File: src/rtl/arm_pkg.sv
// Shared ARM condition/flag definitions: NZCV bit positions, condition codes, FSM encoding.
package arm_pkg;

    localparam int unsigned NZCV_W = 4;
    localparam int unsigned COND_W = 4;

    localparam int unsigned FLAG_N = 3;
    localparam int unsigned FLAG_Z = 2;
    localparam int unsigned FLAG_C = 1;
    localparam int unsigned FLAG_V = 0;

    localparam logic [COND_W-1:0] COND_EQ = 4'h0;
    localparam logic [COND_W-1:0] COND_NE = 4'h1;
    localparam logic [COND_W-1:0] COND_CS = 4'h2;
    localparam logic [COND_W-1:0] COND_CC = 4'h3;
    localparam logic [COND_W-1:0] COND_MI = 4'h4;
    localparam logic [COND_W-1:0] COND_PL = 4'h5;
    localparam logic [COND_W-1:0] COND_VS = 4'h6;
    localparam logic [COND_W-1:0] COND_VC = 4'h7;
    localparam logic [COND_W-1:0] COND_HI = 4'h8;
    localparam logic [COND_W-1:0] COND_LS = 4'h9;
    localparam logic [COND_W-1:0] COND_GE = 4'hA;
    localparam logic [COND_W-1:0] COND_LT = 4'hB;
    localparam logic [COND_W-1:0] COND_GT = 4'hC;
    localparam logic [COND_W-1:0] COND_LE = 4'hD;
    localparam logic [COND_W-1:0] COND_AL = 4'hE;
    localparam logic [COND_W-1:0] COND_NV = 4'hF;

    typedef enum logic [1:0] {
        ST_IDLE = 2'd0,
        ST_WAIT = 2'd1,
        ST_RESP = 2'd2
    } cond_state_e;

endpackage

File: src/rtl/arm_cond_eval.sv
// Combinational ARM condition-field evaluator against an NZCV nibble.
module arm_cond_eval
    import arm_pkg::*;
#(
    parameter bit NV_NEVER = 1'b1
) (
    input  logic [COND_W-1:0] cond_i,
    input  logic [NZCV_W-1:0] nzcv_i,
    output logic              pass_o
);

    logic n, z, c, v;

    always_comb begin
        n = nzcv_i[FLAG_N];
        z = nzcv_i[FLAG_Z];
        c = nzcv_i[FLAG_C];
        v = nzcv_i[FLAG_V];
        pass_o = 1'b0;
        case (cond_i)
            COND_EQ: pass_o = z;
            COND_NE: pass_o = ~z;
            COND_CS: pass_o = c;
            COND_CC: pass_o = ~c;
            COND_MI: pass_o = n;
            COND_PL: pass_o = ~n;
            COND_VS: pass_o = v;
            COND_VC: pass_o = ~v;
            COND_HI: pass_o = c & ~z;
            COND_LS: pass_o = ~c | z;
            COND_GE: pass_o = (n == v);
            COND_LT: pass_o = (n != v);
            COND_GT: pass_o = ~z & (n == v);
            COND_LE: pass_o = z | (n != v);
            COND_AL: pass_o = 1'b1;
            COND_NV: pass_o = ~NV_NEVER;
            default: pass_o = 1'b0;
        endcase
    end

endmodule

File: src/rtl/arm_cond_status_unit.sv
// NZCV status register with in-flight writer tracking and a stalling, registered
// condition-evaluation request/response channel.
module arm_cond_status_unit
    import arm_pkg::*;
#(
    parameter int unsigned PEND_W   = 2,
    parameter bit          NV_NEVER = 1'b1
) (
    input  logic              clk,
    input  logic              reset,
    input  logic [NZCV_W-1:0] FLAGS_IN,
    input  logic              FLAGS_WE,
    input  logic              FLAGS_ISSUE,
    output logic [NZCV_W-1:0] FLAGS,
    input  logic [COND_W-1:0] COND,
    input  logic              COND_VALID,
    output logic              COND_READY,
    output logic              PASS,
    output logic              RESP_VALID,
    input  logic              RESP_READY,
    output logic [PEND_W-1:0] PENDING,
    output logic              PEND_ERR
);

    localparam logic [PEND_W-1:0] PEND_MAX = '1;

    cond_state_e       state_q, state_d;
    logic [NZCV_W-1:0] flags_q, flags_d;
    logic [PEND_W-1:0] pend_q, pend_d;
    logic              err_q, err_d;
    logic [COND_W-1:0] cond_q, cond_d;
    logic              pass_q, pass_d;
    logic              clear, accept, load_pass, latch_cond, eval_pass;
    logic [COND_W-1:0] eval_cond;

    // Effective flags forward a same-cycle ALU write into the evaluation.
    assign flags_d = FLAGS_WE ? FLAGS_IN : flags_q;
    assign clear   = (pend_q == '0) |
                     ((pend_q == PEND_W'(1)) & FLAGS_WE & ~FLAGS_ISSUE);
    assign accept  = COND_VALID & COND_READY;

    always_comb begin
        pend_d = pend_q;
        err_d  = err_q;
        if (FLAGS_ISSUE && !FLAGS_WE) begin
            if (pend_q == PEND_MAX) err_d  = 1'b1;
            else                    pend_d = pend_q + PEND_W'(1);
        end else if (FLAGS_WE && !FLAGS_ISSUE && (pend_q != '0)) begin
            pend_d = pend_q - PEND_W'(1);
        end
    end

    always_ff @(posedge clk) begin
        if (reset) state_q <= ST_IDLE;
        else       state_q <= state_d;
    end

    always_comb begin
        state_d    = state_q;
        load_pass  = 1'b0;
        latch_cond = 1'b0;
        case (state_q)
            ST_IDLE, ST_RESP: begin
                if (accept) begin
                    if (clear) begin
                        state_d   = ST_RESP;
                        load_pass = 1'b1;
                    end else begin
                        state_d    = ST_WAIT;
                        latch_cond = 1'b1;
                    end
                end else if (state_q == ST_RESP && RESP_READY) begin
                    state_d = ST_IDLE;
                end
            end
            ST_WAIT: begin
                if (clear) begin
                    state_d   = ST_RESP;
                    load_pass = 1'b1;
                end
            end
            default: state_d = ST_IDLE;
        endcase
    end

    always_comb begin
        COND_READY = (state_q == ST_IDLE) | ((state_q == ST_RESP) & RESP_READY);
        RESP_VALID = (state_q == ST_RESP);
        eval_cond  = (state_q == ST_WAIT) ? cond_q : COND;
    end

    arm_cond_eval #(.NV_NEVER(NV_NEVER)) u_eval (
        .cond_i (eval_cond),
        .nzcv_i (flags_d),
        .pass_o (eval_pass)
    );

    assign pass_d = load_pass  ? eval_pass : pass_q;
    assign cond_d = latch_cond ? COND      : cond_q;

    always_ff @(posedge clk) begin
        if (reset) begin
            flags_q <= '0;
            pend_q  <= '0;
            err_q   <= 1'b0;
            cond_q  <= '0;
            pass_q  <= 1'b0;
        end else begin
            flags_q <= flags_d;
            pend_q  <= pend_d;
            err_q   <= err_d;
            cond_q  <= cond_d;
            pass_q  <= pass_d;
        end
    end

    assign FLAGS    = flags_q;
    assign PENDING  = pend_q;
    assign PEND_ERR = err_q;
    assign PASS     = pass_q;

endmodule

File: config.mk
export PLATFORM = sky130hd
export DESIGN_NAME = arm_cond_status_unit
export DESIGN_NICKNAME = d
export VERILOG_FILES = /design/src/rtl/arm_pkg.sv /design/src/rtl/arm_cond_eval.sv /design/src/rtl/arm_cond_status_unit.sv
export SDC_FILE = /design/constraint.sdc
export NUM_CORES = 1
export LEC_CHECK = 0
export BUFFER_PORTS_ARGS = -buffer_cell sky130_fd_sc_hd__buf_2
export CORE_AREA = 2 2 47 49
export DETAILED_ROUTE_END_ITERATION = 6
export DIE_AREA = 0 0 49 51
export PLACE_DENSITY = 0.74
export SLEW_MARGIN = 20
export SYNTH_ARGS = -nofsm -noshare
export SYNTH_HDL_FRONTEND = slang
export SYNTH_SLANG_ARGS = --single-unit
File: constraint.sdc
create_clock -name clk -period 2.6 [get_ports clk]
set_clock_uncertainty 0.15 [all_clocks]
set_input_delay 0.65 -clock clk [delete_from_list [all_inputs] [get_ports clk]]
set_output_delay 0.65 -clock clk [all_outputs]
set_load 0.02 [all_outputs]
# Yosys cells after proc, flatten, opt, wreduce, memory -nomap -nowiden
# Cells that the tools add are included.
dict set report totals {
  out_inout_bits 10
  elab_cells 79
  regBits 14
  input_bits 14
}
dict set report classes {
  eq_ne 24
  n_bitwise 15
  addsub 2
  mux 17
  n_reduce_logical 15
}
# op count
set ops {}
lappend ops {{$eq 4x4->1 const B} 8}
lappend ops {{$eq 4x3->1 const B} 4}
lappend ops {{$pmux 1 s16} 1}
lappend ops {{$mux 2} 7}
lappend ops {{$eq 4x2->1 const B} 2}
lappend ops {{$mux 4} 2}
lappend ops {{$and 1x1->1} 6}
lappend ops {{$reduce_and 2->1} 3}
lappend ops {{$mux 1} 5}
lappend ops {{$not 1->1} 5}
lappend ops {{$eq 2x1->1 const B} 2}
lappend ops {{$eq 2x2->1 const B} 2}
lappend ops {{$eq 4x1->1 const B} 1}
lappend ops {{$logic_and 1x1->1} 4}
lappend ops {{$logic_not 2->1} 2}
lappend ops {{$logic_not 4->1} 1}
lappend ops {{$ne 2x2->1 const B} 2}
lappend ops {{$or 1x1->1} 4}
lappend ops {{$pmux 2 s2} 1}
lappend ops {{$reduce_bool 2->1} 2}
lappend ops {{$ne 3x3->1 const B} 1}
lappend ops {{$add 2x1->2 const B} 1}
lappend ops {{$logic_not 1->1} 2}
lappend ops {{$pmux 1 s2} 1}
lappend ops {{other kinds (4)} 4}

# Depth between registers and ports, before layout
dict set report depth {
  word_depth 7
  depth_mapped 7
  depth_no_buf 7
}

# By module
# From an unflattened synthesis, not the netlist that was laid out.
dict set report hier_totals {
  cells_unflattened 103
  area_unflattened_um2 917.1
}
# module seq_area_each_um2 area_per_inst_um2 cells_per_inst n_inst
set by_module_without_submodules {}
lappend by_module_without_submodules {arm_cond_status_unit 280.3 762.0 80 1}
lappend by_module_without_submodules {arm_cond_eval 0.0 155.1 23 1}

# Least setup slack after synthesis
# OpenSTA, ideal clock, no wires.
dict set report synth_timing {
  path_kind {in2reg}
  startpoint {input FLAGS_WE}
  endpoint {register pass_q, in the netlist PASS}
  n_path_buf 1
  arrival_ns 1.975
  slack_ns 0.350
  setup_time_ns 0.124
  t_required_ns 2.326
  cell_stages 7
  path_cell_list {buf_2 -> mux2_2 -> a311oi_1 -> a211oi_2 -> xnor2_1 -> a221oi_2 -> a21oi_1}
}
dict set report synth_between {
  elab_chain_cells 6
  elab_cells_between_ends 18
  cone_classes {eq/ne (2); mux (5); bitwise (11)}
}
# element line
set synth_rtl {}
lappend synth_rtl {{from (decl)} arm_cond_status_unit.sv:12} ;# input logic FLAGS_WE,
lappend synth_rtl {{$and 1x1->1 (2 in a row)} arm_cond_status_unit.sv:39} ;# ((pend_q == PEND_W'(1)) & FLAGS_WE & ~FLAGS_ISSUE);
lappend synth_rtl {{$or 1x1->1} arm_cond_status_unit.sv:38} ;# assign clear = (pend_q == '0) |
lappend synth_rtl {{$mux 1} {arm_cond_status_unit.sv:65, arm_cond_status_unit.sv:77}}
lappend synth_rtl {{$mux 1} arm_cond_status_unit.sv:64} ;# if (accept) begin
lappend synth_rtl {{$pmux 1 s2} arm_cond_status_unit.sv:62} ;# case (state_q)
lappend synth_rtl {{to (signal assigned)} arm_cond_status_unit.sv:113} ;# pass_q <= pass_d;
lappend synth_rtl {{to (decl)} arm_cond_status_unit.sv:32} ;# logic pass_q, pass_d;
# Parallel ways exist; a longest one is shown, timed or not.
# A chain may end at the register's enable or synchronous reset.

# Worst setup path after layout
# Ends and elaborated chain as after synthesis.

==> flow_summary.json <==
{
  "dieArea_um2": 2500,
  "syn_inst": 116,
  "drt-initial-drc-count": 21,
  "critPathRequiredTime_ps": 2630,
  "netlist_top_cells_count": "19 x nor2_1, 14 x dfxtp_1, 12 x mux2i_1",
  "place_inst": 165,
  "core-area_um2": 2060,
  "root_buffer": "clkbuf_4",
  "seq_area_frac_synth": 0.289,
  "period_needed_ps": 2100,
  "stdcell_count": 168,
  "die_y_um": 51,
  "hpwl_um": 1600,
  "layout_setup_ws_ps": 503,
  "crit_path_max_fanout": 10,
  "p_sw_frac": 0.351,
  "p_total_mw": 0.570,
  "report.final.slew_viol_count": 0,
  "htreeDepth": 1,
  "grt_first_pass_wirelength_um": 3460,
  "max_freq_mhz": 477,
  "gr-total-overflow": 0,
  "synth_flop_cell": "dfxtp_1",
  "maxCapViolCount": 0,
  "clockBufferDepth": 2,
  "die_x_um": 49,
  "arrival_ps": 2120,
  "p_clk_frac": 0.226,
  "synth.most_common_cell": "nor2_1",
  "setup_viol": 0,
  "postCtsSetupBuffers": 0,
  "start_util": 0.470,
  "first_pass_iters": 4,
  "synth_edf_count": 0,
  "worstMarginPinSlew_ps": 358,
  "yosysTopAreaCell": "dfxtp_1",
  "cts_resized": 0,
  "synth_fp_nets": 133,
  "place_ws_ps": 227,
  "synthArstFlopShare": 0,
  "antenna_cells": 0,
  "post-route-period-util": 0.806,
  "rows": 17,
  "synth_cell_types": 39,
  "crit_type": "input port to register",
  "syn2layout_area_growth_pct": 16.5,
  "antenna_found_initial": 0,
  "wl_per_cell_um": 12.4,
  "worst_ir_drop_vdd_uv": 295,
  "grt_pass1_vias": 804,
  "synth_top_area_share": 0.289,
  "total_switching_power_mw": 0.200,
  "clkLatencyLatePin_ps": 290,
  "start_kind": "input port",
  "ys_warn_count": 0,
  "dr_total_vias": 944,
  "p_int_mw": 0.370,
  "min_path_type": "register to register",
  "cp-end-kind": "register",
  "grt_setup_unrepaired": "no",
  "gp_congestion": 0.966,
  "viasPerCell": 5.62,
  "track_usage": 0.180,
  "placed_area_um2": 1110,
  "finalInstanceArea_um2": 1130,
  "remaining_drc_errors": 0,
  "syn_area_um2": 970,
  "hold_viol": 0,
  "leakage_nw": 0.552,
  "setup-tns-final_ps": 0,
  "maxSlewHeadroom": 0.754,
  "cts_tree": "built",
  "ctsHoldBuffers": 0,
  "synth_area_per_cell_um2": 8.36,
  "num_io_pins": 24,
  "portBuffers": 23,
  "drive_above_1_share": 0.236,
  "grt_max_degree": 15,
  "fin_util": 0.548,
  "ant_nets": 0,
  "synthTopCellsByArea": "dfxtp_1 29%, mux2i_1 12%, nor2_1 7.4%",
  "p_seq_frac": 0.436,
  "combPwrFrac": 0.338,
  "cts_sinks": 14,
  "drt-total-wl_um": 2080,
  "ys_ff_latch": 14,
  "hold-worst-slack_ps": 355,
  "clk_pin_slew_ps": 90,
  "cts_buffers": 3,
  "outcome": "completed",
  "power.density_nw_per_um2": 505,
  "nets": 159
}
-- critical path, stage by stage --
cell	delay [ps]
buf_2	210
mux2_2	380
a311oi_1	270
a211oi_2	90
xnor2_1	150
a221oi_2	290
a21oi_1	90
-- sequential cells by signal, indices dropped and copies added, names as in the netlist --
signal    flops
FLAGS         4
PENDING       2
state_q       2
PEND_ERR      1
cond_q        4
PASS          1
-- cells by family (layout without fill, tap and decap cells) --
logic type | count (synthesis) | in the layout | synth area share
DFF | 14 | 14 | 0.289
and+or+nand+nor | 42 | 42 | 0.225
muxes | 14 | 14 | 0.151
buffers and inverters | 10 | 34 | 0.0477
xor gates and xnor gates | 4 | 4 | 0.0361
adders and majority gates | 3 | 3 | 0.0387
AOI/OAI and AO/OA | 29 | 29 | 0.213
-- metal layers --
| layer | share of wire | vias up | track usage | wire length [um] |
|---|---|---|---|---|
| met3 | 0.045 | 7 | 0.0205 | 94 |
| met1 | 0.47 | 435 | 0.226 | 969 |
| li1 | - | 473 | - | - |
| met4 | 0.021 | 0 | 0.114 | 44 |
| met5 | 0 | - | 0 | 0 |
| met2 | 0.47 | 29 | 0.295 | 970 |
-- layout make-up --
type | instances | area [um2]
Timing Repair Buffer | 24 | 123
Clock buffer | 3 | 22.5
Tap cell | 28 | 35.0
Inverter | 7 | 26.3
Sequential cell | 14 | 280
Multi-Input combinational cell | 92 | 643
Fill cell | 198 | 933
-- worst paths after layout --
check / cells after the start / end / from / slack (ps)
worst max-delay path: 7 / PASS / FLAGS_WE / 500
worst min-delay path: 2 / PEND_ERR / PEND_ERR / 360
worst max register to register: 6 / PASS / state_q[1] / 610
worst min register to register: 2 / PEND_ERR / PEND_ERR / 360
-- cell usage in the layout (no fill, tap or decap), drive strengths merged, types with 2 or more instances in the layout --
cell type,netlist,layout
clkbuf,1,3
xnor2,4,4
mux2i,12,12
dfxtp,14,14
buf,2,24
a211oi,5,5
nand3,4,4
nand2b,3,3
mux2,2,2
inv,7,7
a31o,2,2
ha,3,3
a21oi,7,7
a31oi,2,2
nor2b,3,3
o21ai,5,5
a21o,2,2
nor2,19,19
nand2,4,4
-- power by group through the flow --
| stage | combinational, mW | clock (mW) | sequential [mW] |
|---|---|---|---|
| detailed placement | 0.191 | 0 | 0.253 |
| global route | 0.212 | 0.137 | 0.252 |
| finish | 0.193 | 0.129 | 0.248 |
| global placement | 0.186 | 0 | 0.253 |
| floorplan | 0.131 | 0 | 0.262 |
| CTS | 0.193 | 0.131 | 0.248 |
Note: power is estimated with default switching activity, not from simulation.
